**config.mk**
```make
export PLATFORM = sky130hd
export DESIGN_NAME = data_io_tx
export DESIGN_NICKNAME = d
export VERILOG_FILES = /design/src/rtl/data_io_tx.sv
export SDC_FILE = /design/constraint.sdc
export NUM_CORES = 1
export LEC_CHECK = 0
export ABC_AREA = 1
export CORE_ASPECT_RATIO = 0.6
export CORE_MARGIN = 1
export CORE_UTILIZATION = 50
export DETAILED_ROUTE_END_ITERATION = 8
export PLACE_DENSITY = 0.83
export SETUP_SLACK_MARGIN = 0.05
export SLEW_MARGIN = 15
export SYNTH_ARGS = -nofsm -noshare
export SYNTH_HDL_FRONTEND = slang
export SYNTH_SLANG_ARGS = --single-unit
```
**constraint.sdc**
```tcl
create_clock -name clk -period 2.1 [get_ports clk]
set_input_delay 0.42 -clock clk [delete_from_list [all_inputs] [get_ports clk]]
set_output_delay 0.42 -clock clk [all_outputs]
set_load 0.01 [all_outputs]
```
**src/rtl/data_io_tx.sv**
```systemverilog
// data_io_tx: SPI mode-0 master that sends the io-controller file-download
// sequence (begin frame, data frame read from a local RAM, end frame) to a
// data_io-style slave.
//
// state | meaning
// ------+-----------------------------------------------------------------
// IDLE  | waiting for start; ss high, sck low
// SETUP | ss low, first bit on sdo, CLK_DIV cycles before the first rise
// SHIFT | sck toggling every CLK_DIV cycles, bytes back to back
// HOLD  | sck low for CLK_DIV cycles after the last fall, then ss rises
// GAP   | ss high for SS_GAP cycles between frames
// DONE  | one-cycle done pulse, busy already low
module data_io_tx #(
   parameter int unsigned CLK_DIV    = 4,
   parameter logic [14:0] START_ADDR = 15'h0000,
   parameter int unsigned SS_GAP     = 8
) (
   input  logic        clk,
   input  logic        reset_n,
   input  logic        start,
   input  logic [15:0] len,
   output logic        busy,
   output logic        done,
   output logic [14:0] mem_addr,
   output logic        mem_rd,
   input  logic [7:0]  mem_din,
   output logic        ss,
   output logic        sck,
   output logic        sdo
);

   typedef enum logic [2:0] {
      S_IDLE, S_SETUP, S_SHIFT, S_HOLD, S_GAP, S_DONE
   } state_t;

   localparam logic [7:0] DIV_LOAD = 8'(CLK_DIV - 1);
   localparam logic [7:0] GAP_LOAD = 8'(SS_GAP - 1);

   state_t      state_q, state_d;
   logic [7:0]  div_q, div_d;
   logic [2:0]  bit_q, bit_d;
   logic [15:0] byte_cnt_q, byte_cnt_d;
   logic [1:0]  frame_q, frame_d;
   logic [7:0]  shift_q, shift_d;
   logic [15:0] len_q, len_d;
   logic [7:0]  pref_q, pref_d;
   logic [14:0] mem_addr_q, mem_addr_d;
   logic        mem_rd_q, mem_rd_d;
   logic        rd_pend_q, rd_pend_d;
   logic        ss_q, ss_d;
   logic        sck_q, sck_d;
   logic        sdo_q, sdo_d;

   logic        enter;
   logic [1:0]  nf;
   logic [7:0]  hdr;
   logic [7:0]  next_byte;

   // Next-state logic: frame sequencing, sck generation, shifter and RAM prefetch.
   always_comb begin
      state_d    = state_q;
      div_d      = div_q;
      bit_d      = bit_q;
      byte_cnt_d = byte_cnt_q;
      frame_d    = frame_q;
      shift_d    = shift_q;
      len_d      = len_q;
      pref_d     = pref_q;
      mem_addr_d = mem_addr_q;
      mem_rd_d   = 1'b0;
      rd_pend_d  = mem_rd_q;
      ss_d       = ss_q;
      sck_d      = sck_q;
      sdo_d      = sdo_q;
      enter      = 1'b0;
      nf         = 2'd0;
      hdr        = 8'h53;
      next_byte  = 8'h00;

      if (mem_rd_q) mem_addr_d = mem_addr_q + 15'd1;
      if (rd_pend_q) pref_d = mem_din;

      case (state_q)
         S_IDLE: begin
            if (start) begin
               len_d      = len;
               mem_addr_d = START_ADDR;
               enter      = 1'b1;
               nf         = 2'd0;
            end
         end
         S_SETUP: begin
            if (div_q == 8'd0) begin
               sck_d   = 1'b1;
               div_d   = DIV_LOAD;
               state_d = S_SHIFT;
            end else begin
               div_d = div_q - 8'd1;
            end
         end
         S_SHIFT: begin
            if (div_q != 8'd0) begin
               div_d = div_q - 8'd1;
            end else begin
               div_d = DIV_LOAD;
               if (!sck_q) begin
                  sck_d = 1'b1;
               end else begin
                  sck_d = 1'b0;
                  if (bit_q != 3'd0) begin
                     bit_d   = bit_q - 3'd1;
                     shift_d = {shift_q[6:0], 1'b0};
                     sdo_d   = shift_q[6];
                  end else if (byte_cnt_q != 16'd0) begin
                     case (frame_q)
                        2'd0:    next_byte = 8'hFF;
                        2'd1:    next_byte = pref_q;
                        default: next_byte = 8'h00;
                     endcase
                     shift_d    = next_byte;
                     sdo_d      = next_byte[7];
                     bit_d      = 3'd7;
                     byte_cnt_d = byte_cnt_q - 16'd1;
                     // Fetch the following data byte while this one shifts out.
                     mem_rd_d   = (frame_q == 2'd1) && (byte_cnt_d != 16'd0);
                  end else begin
                     state_d = S_HOLD;
                  end
               end
            end
         end
         S_HOLD: begin
            if (div_q == 8'd0) begin
               ss_d    = 1'b1;
               sdo_d   = 1'b0;
               div_d   = GAP_LOAD;
               state_d = S_GAP;
            end else begin
               div_d = div_q - 8'd1;
            end
         end
         S_GAP: begin
            if (div_q != 8'd0) begin
               div_d = div_q - 8'd1;
            end else if (frame_q == 2'd2) begin
               state_d = S_DONE;
            end else begin
               enter = 1'b1;
               // An empty download skips the data frame entirely.
               nf    = ((frame_q == 2'd0) && (len_q == 16'd0)) ? 2'd2 : frame_q + 2'd1;
            end
         end
         S_DONE: begin
            state_d = S_IDLE;
         end
         default: begin
            state_d = S_IDLE;
         end
      endcase

      if (enter) begin
         hdr        = (nf == 2'd1) ? 8'h54 : 8'h53;
         state_d    = S_SETUP;
         frame_d    = nf;
         ss_d       = 1'b0;
         div_d      = DIV_LOAD;
         bit_d      = 3'd7;
         shift_d    = hdr;
         sdo_d      = hdr[7];
         byte_cnt_d = (nf == 2'd1) ? len_q : 16'd1;
         // Data byte 0 is fetched during SETUP of the data frame.
         mem_rd_d   = (nf == 2'd1);
      end
   end

   // State and datapath registers; reset returns the bus to idle immediately.
   always_ff @(posedge clk or negedge reset_n) begin
      if (!reset_n) begin
         state_q    <= S_IDLE;
         div_q      <= 8'd0;
         bit_q      <= 3'd0;
         byte_cnt_q <= 16'd0;
         frame_q    <= 2'd0;
         shift_q    <= 8'd0;
         len_q      <= 16'd0;
         pref_q     <= 8'd0;
         mem_addr_q <= START_ADDR;
         mem_rd_q   <= 1'b0;
         rd_pend_q  <= 1'b0;
         ss_q       <= 1'b1;
         sck_q      <= 1'b0;
         sdo_q      <= 1'b0;
      end else begin
         state_q    <= state_d;
         div_q      <= div_d;
         bit_q      <= bit_d;
         byte_cnt_q <= byte_cnt_d;
         frame_q    <= frame_d;
         shift_q    <= shift_d;
         len_q      <= len_d;
         pref_q     <= pref_d;
         mem_addr_q <= mem_addr_d;
         mem_rd_q   <= mem_rd_d;
         rd_pend_q  <= rd_pend_d;
         ss_q       <= ss_d;
         sck_q      <= sck_d;
         sdo_q      <= sdo_d;
      end
   end

   assign busy     = (state_q != S_IDLE) && (state_q != S_DONE);
   assign done     = (state_q == S_DONE);
   assign mem_addr = mem_addr_q;
   assign mem_rd   = mem_rd_q;
   assign ss       = ss_q;
   assign sck      = sck_q;
   assign sdo      = sdo_q;

endmodule

```
==> metrics <==
Yosys top cell area share=43.96%; Tot Pwr=0.007356 W; CTS Buf Count=9; TritonCTS clock tree=built; Post-synth top cells=nand2_1 (138), dfrtp_1 (82), nor2_1 (79), inv_1 (77), o21ai_0 (48); Iter 0 DRT Violations=432; Final Critical Period=1998 ps; Synth Area in XOR/XNOR=around 3.2%; status=finished clean; vias in the first global route=3,895; Mean Syn Cell Area=roughly 7.8 um2; Seq cells post-synth=83; DR pass1 iterations=6; Max-Cap Viols=0; Site Rows=26; final hold violations=0; H-tree levels=3; GRT Overall Usage=about a quarter; combinational family with the most area after synthesis=simple AND/OR/NAND/NOR gates; clk sinks=83; synth unique cells=43; crit path DAT=~2200 ps; setup tns final=0 ps; grt met2 use=37.13%; CP Data Required Time=between 2000 and 2500 ps; layout cells sized above 1=between 10 and 15%; crit-path max FO=6; EDFF count, synth=0; Final HPWL DP=8151 um; Port Buffers=47; total grt overflow=0; measured slew at the worst slew-check pin=between 400 and 500 ps; Placer Congestion=0.9315; Leak=2.793 nW; Worst-Skew Late Latency=340 ps; CP Launch Type=flop; WL per Instance=14.40 um; Setup Skew=4.081 ps; most common cell in the netlist=nand2_1; Achievable Freq=500.5 MHz; Slew HR=70.31%; fin crit share=95.15%; GRT Max-Usage Layer=met2; Post-Syn Nets=roughly 640; final setup fails=0; met3 usage=about 6.1%; clk root buf=clkbuf_16; DIE AREA=9739 um2; clk slew on worst S/H paths=roughly 60 ps; Worst setup EP type=flop; drt drc=0; die width=126.7 um; number of vias per cell=around 5.3; Final nets=712; Filler cells=717; Synth async-reset ratio=100.0%; largest net degree at the start of global routing=36; P&R area growth vs syn=24.77%; sequential share of the synthesized area=~45%; GR Util met1=33.05%; antenna diode count=0; hold-fix buffers at CTS=0; Slew Viols, Final=0; mux cell area share after synthesis=0.4824%; Area contributors post-synth=dfrtp_1 (44%), nand2_1 (11%), nor2_1 (6.4%); first-pass GRT wire length=18,330 um; Die Y=76.85 um; antenna violations before repair=0; pwr dens=1263 nW/um2; final core utilization=66.31%; total number of vias=4,201; Post-Synth Adder-Cell Area=2.412%; Ys Warns=0; Starting Density=a little over half; Max clock buf depth=2; Yosys top cell by area=dfrtp_1; RSZ-0062 raised after global routing=true; core area=8783 um2; Synth Instances=600; DRT Wirelength=about 11,000 um; antenna viol nets, final=0; VDD IR max=roughly 0.74 mV; Post-Synth Simple-Gate Area=29.43%; kind of critical path=reg -> reg; Synth Cell Area=4668 um2; min-delay worst type=in -> async; Synth Flop Type=dfrtp_1; IO Pins=48; compound-gate portion of the synthesized area=between 10 and 15%
-- per-stage QoR --
stage / area, um2 / instances / setup WS (ps) / hold WS, ps
after detailed placement: 5325 / 762 / 34.67 / 401.0
after CTS: 5682 / 782 / 44.72 / 37.75
after global routing: 5824 / 793 / 26.67 / 51.54
final: 5824 / 793 / 101.9 / 26.66
after global placement: 5325 / 762 / 138.7 / 391.0
after floorplan: 4668 / 600 / 321.3 / 124.4
-- logic make-up after synthesis --
family                   Yosys count
AND/OR/NAND/NOR                  296
buffers and inverters             98
AO/OA/AOI/OAI                     95
flip-flops                        83
XOR/XNOR                          17
adder cells (fa/ha/maj)            9
multiplexers                       2
-- layer usage --
layer | wire length, um | part of all wire (%) | up-vias
li1 | - | - | 2059
met1 | 5380 | 47 | 1988
met2 | 5211 | 46 | 138
met3 | 712 | 6.2 | 16
met4 | 116 | 1.0 | 0
met5 | 0 | 0 | -
-- critical path, cell delays in order, from the launching register on --
cell	delay (ps)
dfrtp_1	390
inv_1	80
ha_2	210
nand3_4	100
nor2_4	240
buf_6	140
inv_1	80
o21ai_2	180
inv_2	70
nor2_4	160
inv_2	80
o21ai_1	120
inv_1	50
-- power breakdown --
group	leakage, nW	internal, W	switching (W)
combinational	1.60	0.00118	0.00184
clock	0.150	0.00104	0.000633
sequential	1.04	0.00218	0.000483
-- flip-flops by register name, indices dropped and copies added (netlist names) --
register and cells:
sck 1, byte_cnt_q 16, mem_addr 15, pref_q 8, bit_q 3, shift_q 7, div_q 8, ss 1
state_q 3, rd_pend_q 1, mem_rd 1, frame_q 2, sdo 1, len_q 16
-- path summary, 6_finish.rpt --
check                           start       endpoint  slack [ps]  cells after the start
setup / recovery             div_q[0]       div_q[1]         100                     12
hold reg to reg            shift_q[0]     shift_q[0]         500                      2
min in group clk           shift_q[0]     shift_q[0]         500                      2
max in group asynchronous     reset_n  byte_cnt_q[8]        1410                      2
setup reg to reg             div_q[0]       div_q[1]         100                     12
hold / removal                reset_n       div_q[1]          30                      1
-- cells in the final DEF (no fill, tap or decap), drive strengths merged, types with 15 or more instances in the layout --
master	count
nand2	145
nor2	97
dfrtp	82
inv	81
o21ai	61
clkdlybuf4s50	44
buf	35
nand3	29
a21oi	22
nand4	15
-- cell type report --
type                            instances  area [um2]  share of cell area [%]
Tap cell                              112       140.1                   2.406
Multi-Input combinational cell        419        2243                   38.52
Sequential cell                        83        2079                   35.70
Inverter                               82       310.3                   5.328
Clock inverter                          5       77.57                   1.332
Timing Repair Buffer                   81       740.7                   12.72
Clock buffer                           11       232.7                   3.996
-- what timing repair did --
| action | in CTS | in global routing |
|---|---|---|
| pin swaps | 1 | 6 |
| gates resized for setup | 5 | 25 |
| buffers inserted | 4 | 11 |
| endpoints found under the setup margin | 15 | 25 |
No activity file was read; power rests on OpenSTA's default activity.
